==> config.mk <==
export PLATFORM = sky130hd
export DESIGN_NAME = dmem_arbiter
export DESIGN_NICKNAME = d
export VERILOG_FILES = /design/src/rtl/dmem_arbiter.sv
export SDC_FILE = /design/constraint.sdc
export NUM_CORES = 1
export LEC_CHECK = 0
export ABC_AREA = 1
export BUFFER_PORTS_ARGS = -buffer_cell sky130_fd_sc_hd__buf_2
export CORE_AREA = 2 2 117 119
export CTS_CLUSTER_DIAMETER = 120
export DETAILED_ROUTE_END_ITERATION = 12
export DIE_AREA = 0 0 119 121
export GPL_TIMING_DRIVEN = 1
export PLACE_DENSITY = 0.46
export SYNTH_ARGS = -nofsm -noshare
export SYNTH_HDL_FRONTEND = slang
export SYNTH_SLANG_ARGS = --single-unit
==> constraint.sdc <==
create_clock -name i_clk -period 3.6 [get_ports i_clk]
set_input_delay 0.72 -clock i_clk [delete_from_list [all_inputs] [get_ports i_clk]]
set_output_delay 0.72 -clock i_clk [all_outputs]
set_load 0.005 [all_outputs]
==> src/rtl/dmem_arbiter.sv <==
// dmem_arbiter: shares one single-port, synchronous-read data memory between
// the core load/store path and a DMA/loader port. Writes complete in the
// grant cycle; read data returns the cycle after the grant. The core is
// stalled while it has lost arbitration or is waiting on a load.
//
// Build option: define DMEM_ARB_FIXED_PRIO_EN for fixed priority, where the
// core always wins when it is eligible. Leave it undefined for round-robin.

module dmem_arbiter #(
  parameter int ADDR_W = 32,
  parameter int DATA_W = 32
) (
  input  logic              i_clk,
  input  logic              i_rst_n,
  input  logic              i_c_req,
  input  logic              i_c_we,
  input  logic [ADDR_W-1:0] i_c_addr,
  input  logic [DATA_W-1:0] i_c_wdata,
  output logic              o_c_gnt,
  output logic              o_c_rvalid,
  output logic [DATA_W-1:0] o_c_rdata,
  output logic              o_stall,
  input  logic              i_d_req,
  input  logic              i_d_we,
  input  logic [ADDR_W-1:0] i_d_addr,
  input  logic [DATA_W-1:0] i_d_wdata,
  output logic              o_d_gnt,
  output logic              o_d_rvalid,
  output logic [DATA_W-1:0] o_d_rdata,
  output logic              o_mem_en,
  output logic              o_mem_we,
  output logic [ADDR_W-1:0] o_mem_addr,
  output logic [DATA_W-1:0] o_mem_wdata,
  input  logic [DATA_W-1:0] i_mem_rdata
);

  typedef enum logic {C_IDLE, C_WAIT} core_state_t;
  typedef enum logic [1:0] {RD_NONE, RD_CORE, RD_DMA} rd_owner_t;

  core_state_t core_state;
  rd_owner_t   rd_owner;
`ifndef DMEM_ARB_FIXED_PRIO_EN
  logic        last_owner_dma;
`endif

  logic core_elig;
  logic c_gnt;
  logic d_gnt;

  // Pick at most one winner per cycle; everything is forced off while reset is held
  always_comb begin
    core_elig = i_c_req & (core_state == C_IDLE);
`ifdef DMEM_ARB_FIXED_PRIO_EN
    c_gnt = i_rst_n & core_elig;
`else
    c_gnt = i_rst_n & core_elig & (~i_d_req | last_owner_dma);
`endif
    d_gnt = i_rst_n & i_d_req & ~c_gnt;
  end

  // Steer the granted port onto the memory bus, all zero when nobody is granted
  always_comb begin
    o_mem_en    = c_gnt | d_gnt;
    o_mem_we    = 1'b0;
    o_mem_addr  = '0;
    o_mem_wdata = '0;
    if (c_gnt) begin
      o_mem_we    = i_c_we;
      o_mem_addr  = i_c_addr;
      o_mem_wdata = i_c_wdata;
    end else if (d_gnt) begin
      o_mem_we    = i_d_we;
      o_mem_addr  = i_d_addr;
      o_mem_wdata = i_d_wdata;
    end
  end

  assign o_c_gnt    = c_gnt;
  assign o_d_gnt    = d_gnt;
  assign o_stall    = i_rst_n & i_c_req & (core_state == C_IDLE) & ~(c_gnt & i_c_we);
  assign o_c_rvalid = (rd_owner == RD_CORE);
  assign o_d_rvalid = (rd_owner == RD_DMA);
  assign o_c_rdata  = o_c_rvalid ? i_mem_rdata : '0;
  assign o_d_rdata  = o_d_rvalid ? i_mem_rdata : '0;

  // Track the core load wait, the owner of the returning read and the last winner
  always_ff @(posedge i_clk or negedge i_rst_n) begin
    if (!i_rst_n) begin
      core_state     <= C_IDLE;
      rd_owner       <= RD_NONE;
`ifndef DMEM_ARB_FIXED_PRIO_EN
      last_owner_dma <= 1'b1;
`endif
    end else begin
      case (core_state)
        C_IDLE:  core_state <= (c_gnt && !i_c_we) ? C_WAIT : C_IDLE;
        C_WAIT:  core_state <= C_IDLE;
        default: core_state <= C_IDLE;
      endcase

      if (c_gnt && !i_c_we)      rd_owner <= RD_CORE;
      else if (d_gnt && !i_d_we) rd_owner <= RD_DMA;
      else                       rd_owner <= RD_NONE;

`ifndef DMEM_ARB_FIXED_PRIO_EN
      if (c_gnt)      last_owner_dma <= 1'b0;
      else if (d_gnt) last_owner_dma <= 1'b1;
`endif
    end
  end

endmodule

==> results of run 1 <==
how the worst min path moves through the flow:
stage               depth (start not counted)           to     from  slack [ns]
floorplan                                   0   core_state  i_rst_n        0.42
global placement                            1  rd_owner[0]  i_rst_n        0.55
detailed placement                          1  rd_owner[0]  i_rst_n        0.55
CTS                                         1  rd_owner[0]  i_rst_n        0.31
global route                                1  rd_owner[0]  i_rst_n        0.31
finish                                      1  rd_owner[0]  i_rst_n        0.31
Yosys cell counts, drive strengths merged:
library cell  number
clkbuf            14
dfrtp              3
nand3b             1
a21oi              1
dfstp              1
nand3            130
inv               39
nor2              71
nand2             72
buf               20
power breakdown:
| group | switching [mW] | internal, mW | leakage [nW] | total (mW) |
|---|---|---|---|---|
| Combinational | 0.187 | 0.160 | 2.31 | 0.346 |
| Sequential | 0.00196 | 0.0498 | 0.0513 | 0.0518 |
| Clock | 0.0327 | 0.146 | 0.0382 | 0.179 |
cell usage in the layout, fill, tap and decap left out:
| master | count |
|---|---|
| sky130_fd_sc_hd__a21oi_1 | 1 |
| sky130_fd_sc_hd__nand2_2 | 2 |
| sky130_fd_sc_hd__dfstp_2 | 1 |
| sky130_fd_sc_hd__nand2_1 | 70 |
| sky130_fd_sc_hd__clkbuf_1 | 1 |
| sky130_fd_sc_hd__dfrtp_1 | 3 |
| sky130_fd_sc_hd__buf_2 | 300 |
| sky130_fd_sc_hd__inv_2 | 1 |
| sky130_fd_sc_hd__clkbuf_16 | 3 |
| sky130_fd_sc_hd__nor2_4 | 1 |
| sky130_fd_sc_hd__nand3_1 | 130 |
| sky130_fd_sc_hd__inv_1 | 38 |
| sky130_fd_sc_hd__buf_12 | 3 |
| sky130_fd_sc_hd__nand3b_1 | 1 |
| sky130_fd_sc_hd__buf_4 | 3 |
| sky130_fd_sc_hd__nor2_1 | 70 |
layer usage:
metal	track usage, %	share of wire (%)	up-vias
met5	0	0	-
met4	1.12	0.43	0
met3	2.26	7.8	4
met2	24.5	54	174
met1	12.6	38	1413
li1	-	-	1670
worst register-to-register path, stage by stage, from the launching register on:
cell and delay [ns]:
sky130_fd_sc_hd__dfrtp_1 0.39, sky130_fd_sc_hd__nor2_4 0.27, sky130_fd_sc_hd__nand2_2 0.16, sky130_fd_sc_hd__buf_12 0.23
sky130_fd_sc_hd__nand2_1 0.12, sky130_fd_sc_hd__nor2_1 0.08
per-stage QoR:
| stage | area (µm²) | total power, mW | hold slack (ns) |
|---|---|---|---|
| final | 3340 | 0.577 | 0.312 |
| after global routing | 3340 | 0.629 | 0.311 |
| after CTS | 3340 | 0.588 | 0.313 |
| after detailed placement | 3260 | 0.403 | 0.554 |
| after global placement | 3260 | 0.408 | 0.552 |
| after floorplan | 1630 | 0.210 | 0.424 |
sequential cells by signal, indices dropped and copies added (netlist names):
signal / flops
core_state: 1
last_owner_dma: 1
rd_owner: 2
cell type report:
class	instances	area share [%]
clock buffers	4	2.36
inverters	39	4.38
multi-input cells	275	36.3
flip-flops and latches	4	3.03
well taps	176	6.59
repair buffers	306	47.4
cell families (layout without fill, tap and decap cells):
group | after synthesis | in the layout
flip-flops | 4 | 4
AO/OA/AOI/OAI | 1 | 1
AND/OR/NAND/NOR | 274 | 274
buffers and inverters | 73 | 349
==> summary.txt, run 1 <==
CTS
  • Sink count of the clock tree: 4
  • H-tree lvl count: 1
  • Root Buffer: sky130_fd_sc_hd__clkbuf_16
  • Clock transition at path regs: roughly 0.03 ns
  • Post-CTS sizing: 0
  • Number of buffers created by CTS: 3
  • Clock tree from TritonCTS: yes
  • Number of buffers inserted by hold repair at cts: 0
  • Buffers inserted during post-CTS setup optimization: 0
  • Worst-case clock buffer depth: 2
  • Clk Latency, worst-skew pair: 0.23 ns

Synth
  • Average size of a mapped cell: 4.64 µm²
  • Cell type with the largest total area after synthesis: sky130_fd_sc_hd__nand3_1
  • Net count after synthesis: roughly 520
  • Cell area after synthesis: roughly 1600 µm²
  • Mux share of post-synthesis cell area: 0%
  • Dominant combinational cell family by area after synthesis: simple AND/OR/NAND/NOR gates
  • Area share of the largest cell type after synthesis: roughly two fifths
  • Ranking of synthesized cells by area: sky130_fd_sc_hd__nand3_1 (40%), sky130_fd_sc_hd__nand2_1 (16%), sky130_fd_sc_hd__nor2_1 (16%)
  • Portion of the post-synthesis area used by sequential elements: under 10%
  • Number of different library cells in the post-synthesis netlist: 16
  • Post-Synth Simple-Gate Area: between 70% and 80%
  • Synthesis warning total: 0
  • Compound-gate portion of the synthesized area: less than 1%
  • Adder and majority gate portion of the synthesized area: 0%
  • Xor and xnor area share after synthesis: 0%
  • Flops & latches, synth: 4
  • Cells after Synth: around 350

Worst setup path
  • CP startpoint: i_rst_n
  • Worst path arrival time: between 1.5 and 2 ns
  • Worst Reg2Reg Path Length in Cells: 5
  • Maximum fanout encountered on the critical timing path: between 50 and 60
  • Worst-path cell with the longest stage delay: sky130_fd_sc_hd__buf_12
  • Required time at the endpoint of the critical path: 2.88 ns
  • CP peak stage delay: ~0.29 ns
  • Cells traversed along the worst timing path: buf_2 > nand2_1 > nor2_4 > buf_12 > nand3_1 > nand2_1 > buf_2
  • End point of the critical path: o_mem_we
  • Type of origin of the critical path: input pin
  • Reg-to-Reg Start: core_state
  • R2r setup slk: approximately 2.2 ns
  • R2r endpoint: rd_owner[1]
  • Buf/Inv on CP: 3
  • Critical path type: input pin to primary output
  • Delay-heaviest family, CP: simple AND/OR/NAND/NOR gates
  • Path length in cells of the critical path: 7
  • Crit. End Element: primary output

Finish
  • Post-route non-filler standard cell count: around 800
  • Core Util, Final: about a quarter
  • Area Growth Syn to Fin: 105%
  • Multi-input gate area in the final layout: about 1200 µm²
  • Fillcell total: between 1500 and 2000
  • Sequential cell area in the final layout: 101 µm²
  • Fraction of layout instances using a drive strength above 1: around 50%
  • Layout Nets: slightly below 800
  • # diodes: 0

Timing
  • Final critical-path share of the clock period: 74.0%
  • Worst slew slack as a fraction of its limit: 53.1%
  • Crit path setup slack, layout: 0.938 ns
  • Unrepaired setup endpoints after global routing: false
  • Worst clock skew: 0.00486 ns
  • Total of endpoints with negative setup slack in the final report: 0
  • Minimum clock period after layout: between 2 and 3 ns
  • Post-route setup TNS: 0 ns
  • Final number of max-transition violations: 0
  • Final hold viol count: 0
  • Actual transition at the worst max-transition pin: 0.702 ns
  • Timing-limited maximum frequency: between 300 and 400 MHz

Floorplanning
  • Height of the die: about 120 µm
  • DIE AREA: around 14000 µm²
  • Overall die width: 119 µm
  • Floorplan row count: 42
  • Starting density of the core: between 10 and 15%
  • Standard cell core area: 13100 µm²
  • I/O pin cnt: about 300

Routing
  • Drt first pass iters: 7
  • Number of vias in the routed layout: 3261
  • Wirelength per Cell: 11.8 µm
  • Residual DRC: 0
  • Post-route antenna net violation count: 0
  • Number of vias per cell: between 4 and 5
  • First DRT Iteration DRCs: roughly 120
  • Final wirelength: approximately 9.5 mm

Placement
  • Pre-CTS setup slack: approximately 0.90 ns
  • Number of port buffers: 300
  • Number of cells after detailed placement: 800
  • Final Wtd Congestion: ~0.77
  • Estimated wirelength of the detail-placed design: between 7 and 8 mm

Worst hold path
  • Type of the most critical hold path: input pin to async pin

Power
  • Leakage power total: around 2.4 nW
  • Maximum VDD drop: 0.000137 V
  • Power per Cell Area: 173 nW/µm²

Global routing
  • Leftover overflow at the end of global routing: 0
  • Pin count of the biggest net entering global routing: 67
  • Antenna violations before repair: 0
  • Overall track demand over capacity in global routing: a little under an eighth
  • Wire length of the first global-routing pass: between 10 and 15 mm
  • Number of global-route vias before repair: 2924

Run status
  • Run status: finished clean

Job
  • Max Cap Viol: 0
(Power assumes the default switching activity.)
==> run 2: changes to the inputs <==
--- a/config.mk
+++ b/config.mk
@@ -7,12 +7,12 @@
 export LEC_CHECK = 0
 export ABC_AREA = 1
 export BUFFER_PORTS_ARGS = -buffer_cell sky130_fd_sc_hd__buf_2
-export CORE_AREA = 2 2 117 119
+export CORE_AREA = 2 2 118 120
 export CTS_CLUSTER_DIAMETER = 120
 export DETAILED_ROUTE_END_ITERATION = 12
-export DIE_AREA = 0 0 119 121
+export DIE_AREA = 0 0 120 122
 export GPL_TIMING_DRIVEN = 1
-export PLACE_DENSITY = 0.46
+export PLACE_DENSITY = 0.47
 export SYNTH_ARGS = -nofsm -noshare
 export SYNTH_HDL_FRONTEND = slang
 export SYNTH_SLANG_ARGS = --single-unit
==> constraint.sdc (replaced) <==
create_clock -name i_clk -period 2.3 [get_ports i_clk]
set_input_delay 0.46 -clock i_clk [delete_from_list [all_inputs] [get_ports i_clk]]
set_output_delay 0.46 -clock i_clk [all_outputs]
set_load 0.005 [all_outputs]
==> run 2 against run 1 <==
Flip-flop and latch count unchanged. Core utilization decreased by 0.29 points. Clock skew decreased by 0.0044 ns. Final cell count increased by 1.1%. Sequential share of layout area decreased by 0.060 points. Clock power increased by 58%. Via count increased by 0.18%. Non-clock buffer count increased by 5. Setup slack got worse by 0.81 ns. Critical endpoint is now o_d_rdata[19]. Power increased by 59%. Sequential power increased by 57%.
==> summary.txt, run 2 (synthesis results as in run 1) <==
Run status
  • Run status: finished clean

Job
  • Max Cap Viol: 0 (unchanged)

CTS
  • Post-CTS sizing: 0 (unchanged)
  • Clock transition at path regs: 0.03 ns (about the same)
  • H-tree lvl count: 1 (unchanged)
  • Buffers inserted during post-CTS setup optimization: 0 (unchanged)
  • Clock tree from TritonCTS: yes
  • Worst-case clock buffer depth: 2 (unchanged)
  • Number of buffers created by CTS: 3 (unchanged)
  • Number of buffers inserted by hold repair at cts: 0 (unchanged)
  • Sink count of the clock tree: 4 (unchanged)
  • Clk Latency, worst-skew pair: 0.22 ns (about the same)
  • Root Buffer: sky130_fd_sc_hd__clkbuf_16

Timing
  • Final number of max-transition violations: 0 (unchanged)
  • Actual transition at the worst max-transition pin: 0.954 ns (+0.252 ns)
  • Total of endpoints with negative setup slack in the final report: 0 (unchanged)
  • Post-route setup TNS: 0 ns (unchanged)
  • Worst clock skew: 0.000433 ns (-0.00443 ns)
  • Worst hold slack across all endpoints: 0.0560 ns (-0.256 ns)
  • Final hold viol count: 0 (unchanged)
  • Timing-limited maximum frequency: about 460 MHz
  • Final critical-path share of the clock period: a little over nine tenths
  • Minimum clock period after layout: ~2.2 ns
  • Unrepaired setup endpoints after global routing: true
  • Worst slew slack as a fraction of its limit: 36.3% (-17 points)

Worst setup path
  • Required time at the endpoint of the critical path: 1.84 ns (-1.04 ns)
  • Maximum fanout encountered on the critical timing path: 32 (-43%)
  • Crit. End Element: primary output
  • Worst-path cell with the longest stage delay: sky130_fd_sc_hd__inv_1
  • Cells traversed along the worst timing path: inv_1 > nor2_1 > inv_1 > nor2_1 > buf_2
  • Worst path arrival time: 1.72 ns (-0.22 ns)
  • CP peak stage delay: 0.69 ns (+0.40 ns)
  • Critical path type: flop to primary output
  • Type of origin of the critical path: flop

Power
  • Internal cell power: 0.572 mW (+61%)
  • Switching power: 0.348 mW (+57%)
  • Part of the power in the clock network: 30.6% (-0.4 points)
  • Sw Ratio: 37.8% (-0.54 points)
  • Leakage power total: 2.44 nW (+1.5%)
  • Part of the total power dissipated in sequential elements: 8.8% (-0.2 points)
  • Maximum VDD drop: 0.000158 V (+16%)
  • Part of the power in combinational logic: 60.6% (+0.6 points)
  • Power per Cell Area: 270 nW/µm² (+56%)

Finish
  • Leading cell type in the layout, fill and taps excluded: sky130_fd_sc_hd__buf_2
  • Leading registers by flop count: rd_owner (2), core_state (1), last_owner_dma (1)
  • # diodes: 0 (unchanged)
  • Final Cell Area: 3410 µm² (+2.0%)
  • Sequential cell area in the final layout: 101 µm² (unchanged)
  • Area Growth Syn to Fin: 109%
  • Layout Nets: 800 (+0.63%)
  • Largest register by flop count: rd_owner
  • Fraction of layout instances using a drive strength above 1: 50.4% (+0.39 points)
  • Post-route non-filler standard cell count: 813 (+1.1%)
  • Number of flip-flops in the largest register: 2 (unchanged)
  • Commonest cells after routing, fill and taps aside: sky130_fd_sc_hd__buf_2 (300), sky130_fd_sc_hd__nand3_1 (130), sky130_fd_sc_hd__nand2_1 (70), sky130_fd_sc_hd__nor2_1 (70), sky130_fd_sc_hd__inv_1 (38)
  • Core Util, Final: 25.3% (-0.29 points)
  • Multi-input gate area in the final layout: 1210 µm² (unchanged)
  • Fillcell total: 1602 (+4.6%)

Placement
  • Placement Cell Area: 3330 µm² (+2.1%)
  • Final Wtd Congestion: 0.766 (-1.1%)
  • Number of port buffers: 300 (unchanged)
  • Estimated wirelength of the detail-placed design: 7.78 mm (+3.1%)
  • Number of cells after detailed placement: 809 (+1.1%)

Routing
  • Post-route antenna net violation count: 0 (unchanged)
  • Residual DRC: 0 (unchanged)
  • First DRT Iteration DRCs: 84 (-28%)
  • Final wirelength: 9.44 mm (-0.31%)
  • Drt first pass iters: 6 (-1)
  • Wirelength per Cell: 11.6 µm (-1.4%)
  • Number of vias per cell: 4.02 (-0.93%)
  • Number of vias in the routed layout: 3267 (+0.18%)

Global routing
  • Wire length of the first global-routing pass: 13.2 mm (-5.6%)
  • Number of global-route vias before repair: 2725 (-6.8%)
  • Met3 Usage GRT: 2.39% (+0.13 points)
  • Leftover overflow at the end of global routing: 0 (unchanged)
  • Antenna violations before repair: 0 (unchanged)
  • GR peak layer: met2
  • Met2 GRT Util: 21.7% (-2.8 points)
  • Pin count of the biggest net entering global routing: 53 (-21%)
  • Grt met1 use: 12.7% (+0.026 points)
  • Overall track demand over capacity in global routing: 11.1% (-0.78 points)

Floorplanning
  • Overall die width: 120 µm (+0.84%)
  • Standard cell core area: 13500 µm² (+3.2%)
  • I/O pin cnt: 301 (unchanged)
  • Floorplan row count: 43 (+2.4%)
  • Height of the die: 122 µm (+0.83%)
  • Starting density of the core: 12.1% (-0.39 points)
  • DIE AREA: 14600 µm² (+1.7%)

Worst hold path
  • Type of the most critical hold path: input pin to async pin
==> run 2: layer usage <==
metal / up-vias / part of all wire [%] / routed length (µm)
met5: - / 0 / 0
met4: 0 / 0.37 / 35
met3: 4 / 9.0 / 847
met2: 187 / 52 / 4920
met1: 1397 / 39 / 3640
li1: 1679 / - / -
==> run 2: worst paths after layout <==
path,start,end,slack [ns],cells after the start
setup / recovery,rd_owner[1],o_d_rdata[19],0.12,5
hold / removal,i_rst_n,core_state,0.06,1
setup reg to reg,last_owner_dma,rd_owner[1],1.03,6
hold reg to reg,last_owner_dma,last_owner_dma,0.51,2
max in group asynchronous,i_rst_n,last_owner_dma,2.02,1
min in group i_clk,i_d_we,rd_owner[1],0.43,2
==> run 2: worst max-delay path, delay by kind of cell (launching register included) <==
family,cells,cell delay [ns]
buffers and inverters,3,0.94
flip-flops,1,0.34
AND/OR/NAND/NOR,2,0.19
==> run 2: power groups by stage <==
stage          combinational (mW)  sequential [mW]  clock, mW
5_1_grt                     0.623           0.0814      0.297
2_1_floorplan               0.249           0.0804          0
4_1_cts                     0.567           0.0810      0.288
3_5_place_dp                0.566           0.0811          0
3_3_place_gp                0.570           0.0818          0
6_report                    0.557           0.0811      0.282
==> run 2: final cells by class <==
type | count | share of cell area [%]
Clock buffer | 4 | 2.31
Inverter | 39 | 4.29
Multi-Input combinational cell | 275 | 35.5
Sequential cell | 4 | 2.97
Tap cell | 180 | 6.60
Timing Repair Buffer | 311 | 48.3
==> run 2: metrics by stage <==
step           power [mW]  setup slack, ns
3_5_place_dp        0.647            0.319
6_report            0.920            0.124
5_1_grt              1.00          -0.0137
3_3_place_gp        0.652            0.333
2_1_floorplan       0.329            0.675
4_1_cts             0.936            0.119
==> run 3: changes to the inputs <==
--- a/config.mk
+++ b/config.mk
@@ -6,7 +6,7 @@
 export NUM_CORES = 1
 export LEC_CHECK = 0
 export ABC_AREA = 1
-export BUFFER_PORTS_ARGS = -buffer_cell sky130_fd_sc_hd__buf_2
+export BUFFER_PORTS_ARGS = -buffer_cell sky130_fd_sc_hd__buf_4
 export CORE_AREA = 2 2 118 120
 export CTS_CLUSTER_DIAMETER = 120
 export DETAILED_ROUTE_END_ITERATION = 12
==> constraint.sdc (replaced) <==
create_clock -name i_clk -period 2 [get_ports i_clk]
set_input_delay 0.4 -clock i_clk [delete_from_list [all_inputs] [get_ports i_clk]]
set_output_delay 0.4 -clock i_clk [all_outputs]
set_load 0.005 [all_outputs]
==> run 3 against run 2 <==
Wire length increased by 14%. Critical path depth increased by 2. Sequential share of layout area decreased by 0.57 points. Global-route usage increased by 1.2 points. Via count increased by 5.0%. Non-clock buffer count increased by 2. Core utilization increased by 6.0 points. Die area unchanged. Critical endpoint is now o_mem_addr[2]. Largest cell class unchanged. Largest power group unchanged. Highest routed layer unchanged.
==> summary.txt, run 3 (synthesis results as in run 1) <==
Worst setup path
  • Type of origin of the critical path: flop
  • Delay-heaviest family, CP: flip-flops
  • R2r endpoint: rd_owner[1]
  • Worst-path cell with the longest stage delay: sky130_fd_sc_hd__dfstp_2
  • Critical path type: flop to primary output
  • Buf/Inv on CP: 3 (unchanged)
  • Maximum fanout encountered on the critical timing path: 44 (+38%)
  • Reg-to-Reg Start: last_owner_dma
  • Cells traversed along the worst timing path: inv_1 > nand2_4 > nand2_2 > buf_12 > nand3_2 > nand2_1 > buf_4
  • Crit. End Element: primary output
  • CP peak stage delay: 0.52 ns (-0.17 ns)
  • Required time at the endpoint of the critical path: 1.60 ns (-0.24 ns)
  • Worst Reg2Reg Path Length in Cells: 6 (unchanged)
  • Worst path arrival time: 1.53 ns (-0.19 ns)
  • R2r setup slk: 0.76 ns (-0.27 ns)

CTS
  • Clock transition at path regs: 0.03 ns (about the same)
  • Root Buffer: sky130_fd_sc_hd__clkbuf_16
  • Number of buffers created by CTS: 3 (unchanged)
  • Clk Latency, worst-skew pair: 0.23 ns (about the same)
  • Worst-case clock buffer depth: 2 (unchanged)
  • Number of buffers inserted by hold repair at cts: 0 (unchanged)
  • Clock tree from TritonCTS: yes
  • H-tree lvl count: 1 (unchanged)
  • Sink count of the clock tree: 4 (unchanged)

Global routing
  • Antenna violations before repair: 0 (unchanged)
  • Pin count of the biggest net entering global routing: 67 (+26%)
  • Leftover overflow at the end of global routing: 0 (unchanged)
  • Number of global-route vias before repair: 3002 (+10%)
  • Wire length of the first global-routing pass: 14.9 mm (+12%)
  • Overall track demand over capacity in global routing: 12.3% (+1.2 points)

Power
  • Sw Ratio: 34.3% (-3.5 points)
  • Power per Cell Area: 298 nW/µm² (+11%)
  • Part of the power in combinational logic: 66.7% (+6.1 points)
  • Internal cell power: 0.827 mW (+45%)
  • Switching power: 0.432 mW (+24%)
  • Part of the power in the clock network: 25.9% (-4.7 points)
  • Maximum VDD drop: 0.000207 V (+30%)
  • Leakage power total: 2.62 nW (+7.3%)
  • Part of the total power dissipated in sequential elements: 7.4% (-1.4 points)

Floorplanning
  • Standard cell core area: 13500 µm² (unchanged)
  • Height of the die: 122 µm (unchanged)
  • I/O pin cnt: 301 (unchanged)
  • Floorplan row count: 43 (unchanged)
  • Overall die width: 120 µm (unchanged)
  • Starting density of the core: 12.1% (unchanged)
  • DIE AREA: 14600 µm² (unchanged)

Finish
  • Number of flip-flops in the largest register: 2 (unchanged)
  • Leading cell type in the layout, fill and taps excluded: sky130_fd_sc_hd__buf_4
  • Area Growth Syn to Fin: 158%
  • Commonest cells after routing, fill and taps aside: sky130_fd_sc_hd__buf_4 (306), sky130_fd_sc_hd__nand3_1 (129), sky130_fd_sc_hd__nand2_1 (70), sky130_fd_sc_hd__nor2_1 (69), sky130_fd_sc_hd__inv_1 (37)
  • Largest register by flop count: rd_owner
  • Fraction of layout instances using a drive strength above 1: 51.1% (+0.71 points)
  • Final Cell Area: 4220 µm² (+24%)
  • Fillcell total: 1497 (-6.6%)
  • # diodes: 0 (unchanged)
  • Layout Nets: 803 (+0.38%)
  • Leading registers by flop count: rd_owner (2), core_state (1), last_owner_dma (1)

Routing
  • Drt first pass iters: 7 (+1)
  • Post-route antenna net violation count: 0 (unchanged)
  • Number of vias in the routed layout: 3431 (+5.0%)
  • Wirelength per Cell: 13.2 µm (+13%)
  • First DRT Iteration DRCs: 142 (+69%)
  • Residual DRC: 0 (unchanged)
  • Number of vias per cell: 4.20 (+4.6%)
  • Final wirelength: 10.7 mm (+14%)

Timing
  • Final number of max-transition violations: 0 (unchanged)
  • Final critical-path share of the clock period: 96.3%
  • Final hold viol count: 0 (unchanged)
  • Unrepaired setup endpoints after global routing: false
  • Timing-limited maximum frequency: between 500 and 600 MHz
  • Worst clock skew: 0.000985 ns (+0.000552 ns)
  • Actual transition at the worst max-transition pin: 0.438 ns (-0.517 ns)
  • Total of endpoints with negative setup slack in the final report: 0 (unchanged)
  • Post-route setup TNS: 0 ns (unchanged)
  • Minimum clock period after layout: a little under 2 ns
  • Worst slew slack as a fraction of its limit: 70.8% (+34 points)

Run status
  • Run status: finished clean

Placement
  • Final Wtd Congestion: 0.745 (-2.6%)
  • Number of port buffers: 300 (unchanged)
  • Estimated wirelength of the detail-placed design: 8.15 mm (+4.8%)
  • Placement Cell Area: 4080 µm² (+22%)

Worst hold path
  • Type of the most critical hold path: input pin to async pin

Job
  • Max Cap Viol: 0 (unchanged)
## run 3: cell types whose count changed in the layout (fill, tap and decap cells not counted), sizes merged
cell / delta
clkbuf: +1
inv: -1
clkinvlp: +2
buf: +1
## run 3: worst reg2reg max path, delay by kind of cell (launching register included)
kind,cells,cell delay [ns]
flops,1,0.52
buf+inv,2,0.25
simple gates,4,0.36
## run 3: power groups by stage
stage	clock [mW]	combinational [mW]	sequential [mW]
after floorplan	0	0.286	0.0925
after global placement	0	0.815	0.0937
after detailed placement	0	0.817	0.0935
after CTS	0.336	0.819	0.0929
after global routing	0.343	0.916	0.0936
final	0.326	0.840	0.0932
## run 3: cell type report
class	count	area [µm²]	share of cell area [%]
repair inverters	1	7.51	0.178
multi-input cells	275	1220	29.0
repair buffers	313	2430	57.6
flip-flops and latches	4	101	2.40
clock buffers	4	78.8	1.87
well taps	180	225	5.33
inverters	39	150	3.56
## run 3: worst max path at each step
stage / from / end / slack [ns] / cells past startpoint
finish: last_owner_dma / o_mem_addr[2] / 0.07 / 7
global placement: i_rst_n / o_mem_addr[2] / 0.20 / 8
global route: last_owner_dma / o_mem_addr[6] / 0.01 / 7
floorplan: last_owner_dma / o_mem_addr[0] / 0.44 / 6
CTS: rd_owner[1] / o_d_rdata[24] / -0.07 / 5
detailed placement: rd_owner[1] / o_d_rdata[24] / 0.17 / 5
## run 3: metrics by stage
stage / std cells / util [%] / setup WS, ns / hold WS, ns / total power [mW]
after floorplan: 352 / - / 0.435 / 0.104 / 0.379
after global routing: 816 / 31.3 / 0.0110 / 0.0691 / 1.35
final: 816 / 31.3 / 0.0734 / 0.0663 / 1.26
after CTS: 812 / 30.8 / -0.0730 / 0.0663 / 1.25
after detailed placement: 808 / 30.2 / 0.170 / 0.305 / 0.911
after global placement: 808 / 30.2 / 0.203 / 0.308 / 0.909
## run 3: metal layers
metal / share of wire, % / track usage (%)
met1: 37 / 14.6
met4: 1.0 / 1.69
met5: 0 / 0
met3: 9.8 / 2.90
met2: 52 / 22.7
## run 3: repair_timing
action                     in CTS  in global routing
buffers inserted                0                  2
resized for setup               0                  6
pin swaps                       0                  0
setup endpoints to repair      32                 42
cloned                          0                  2
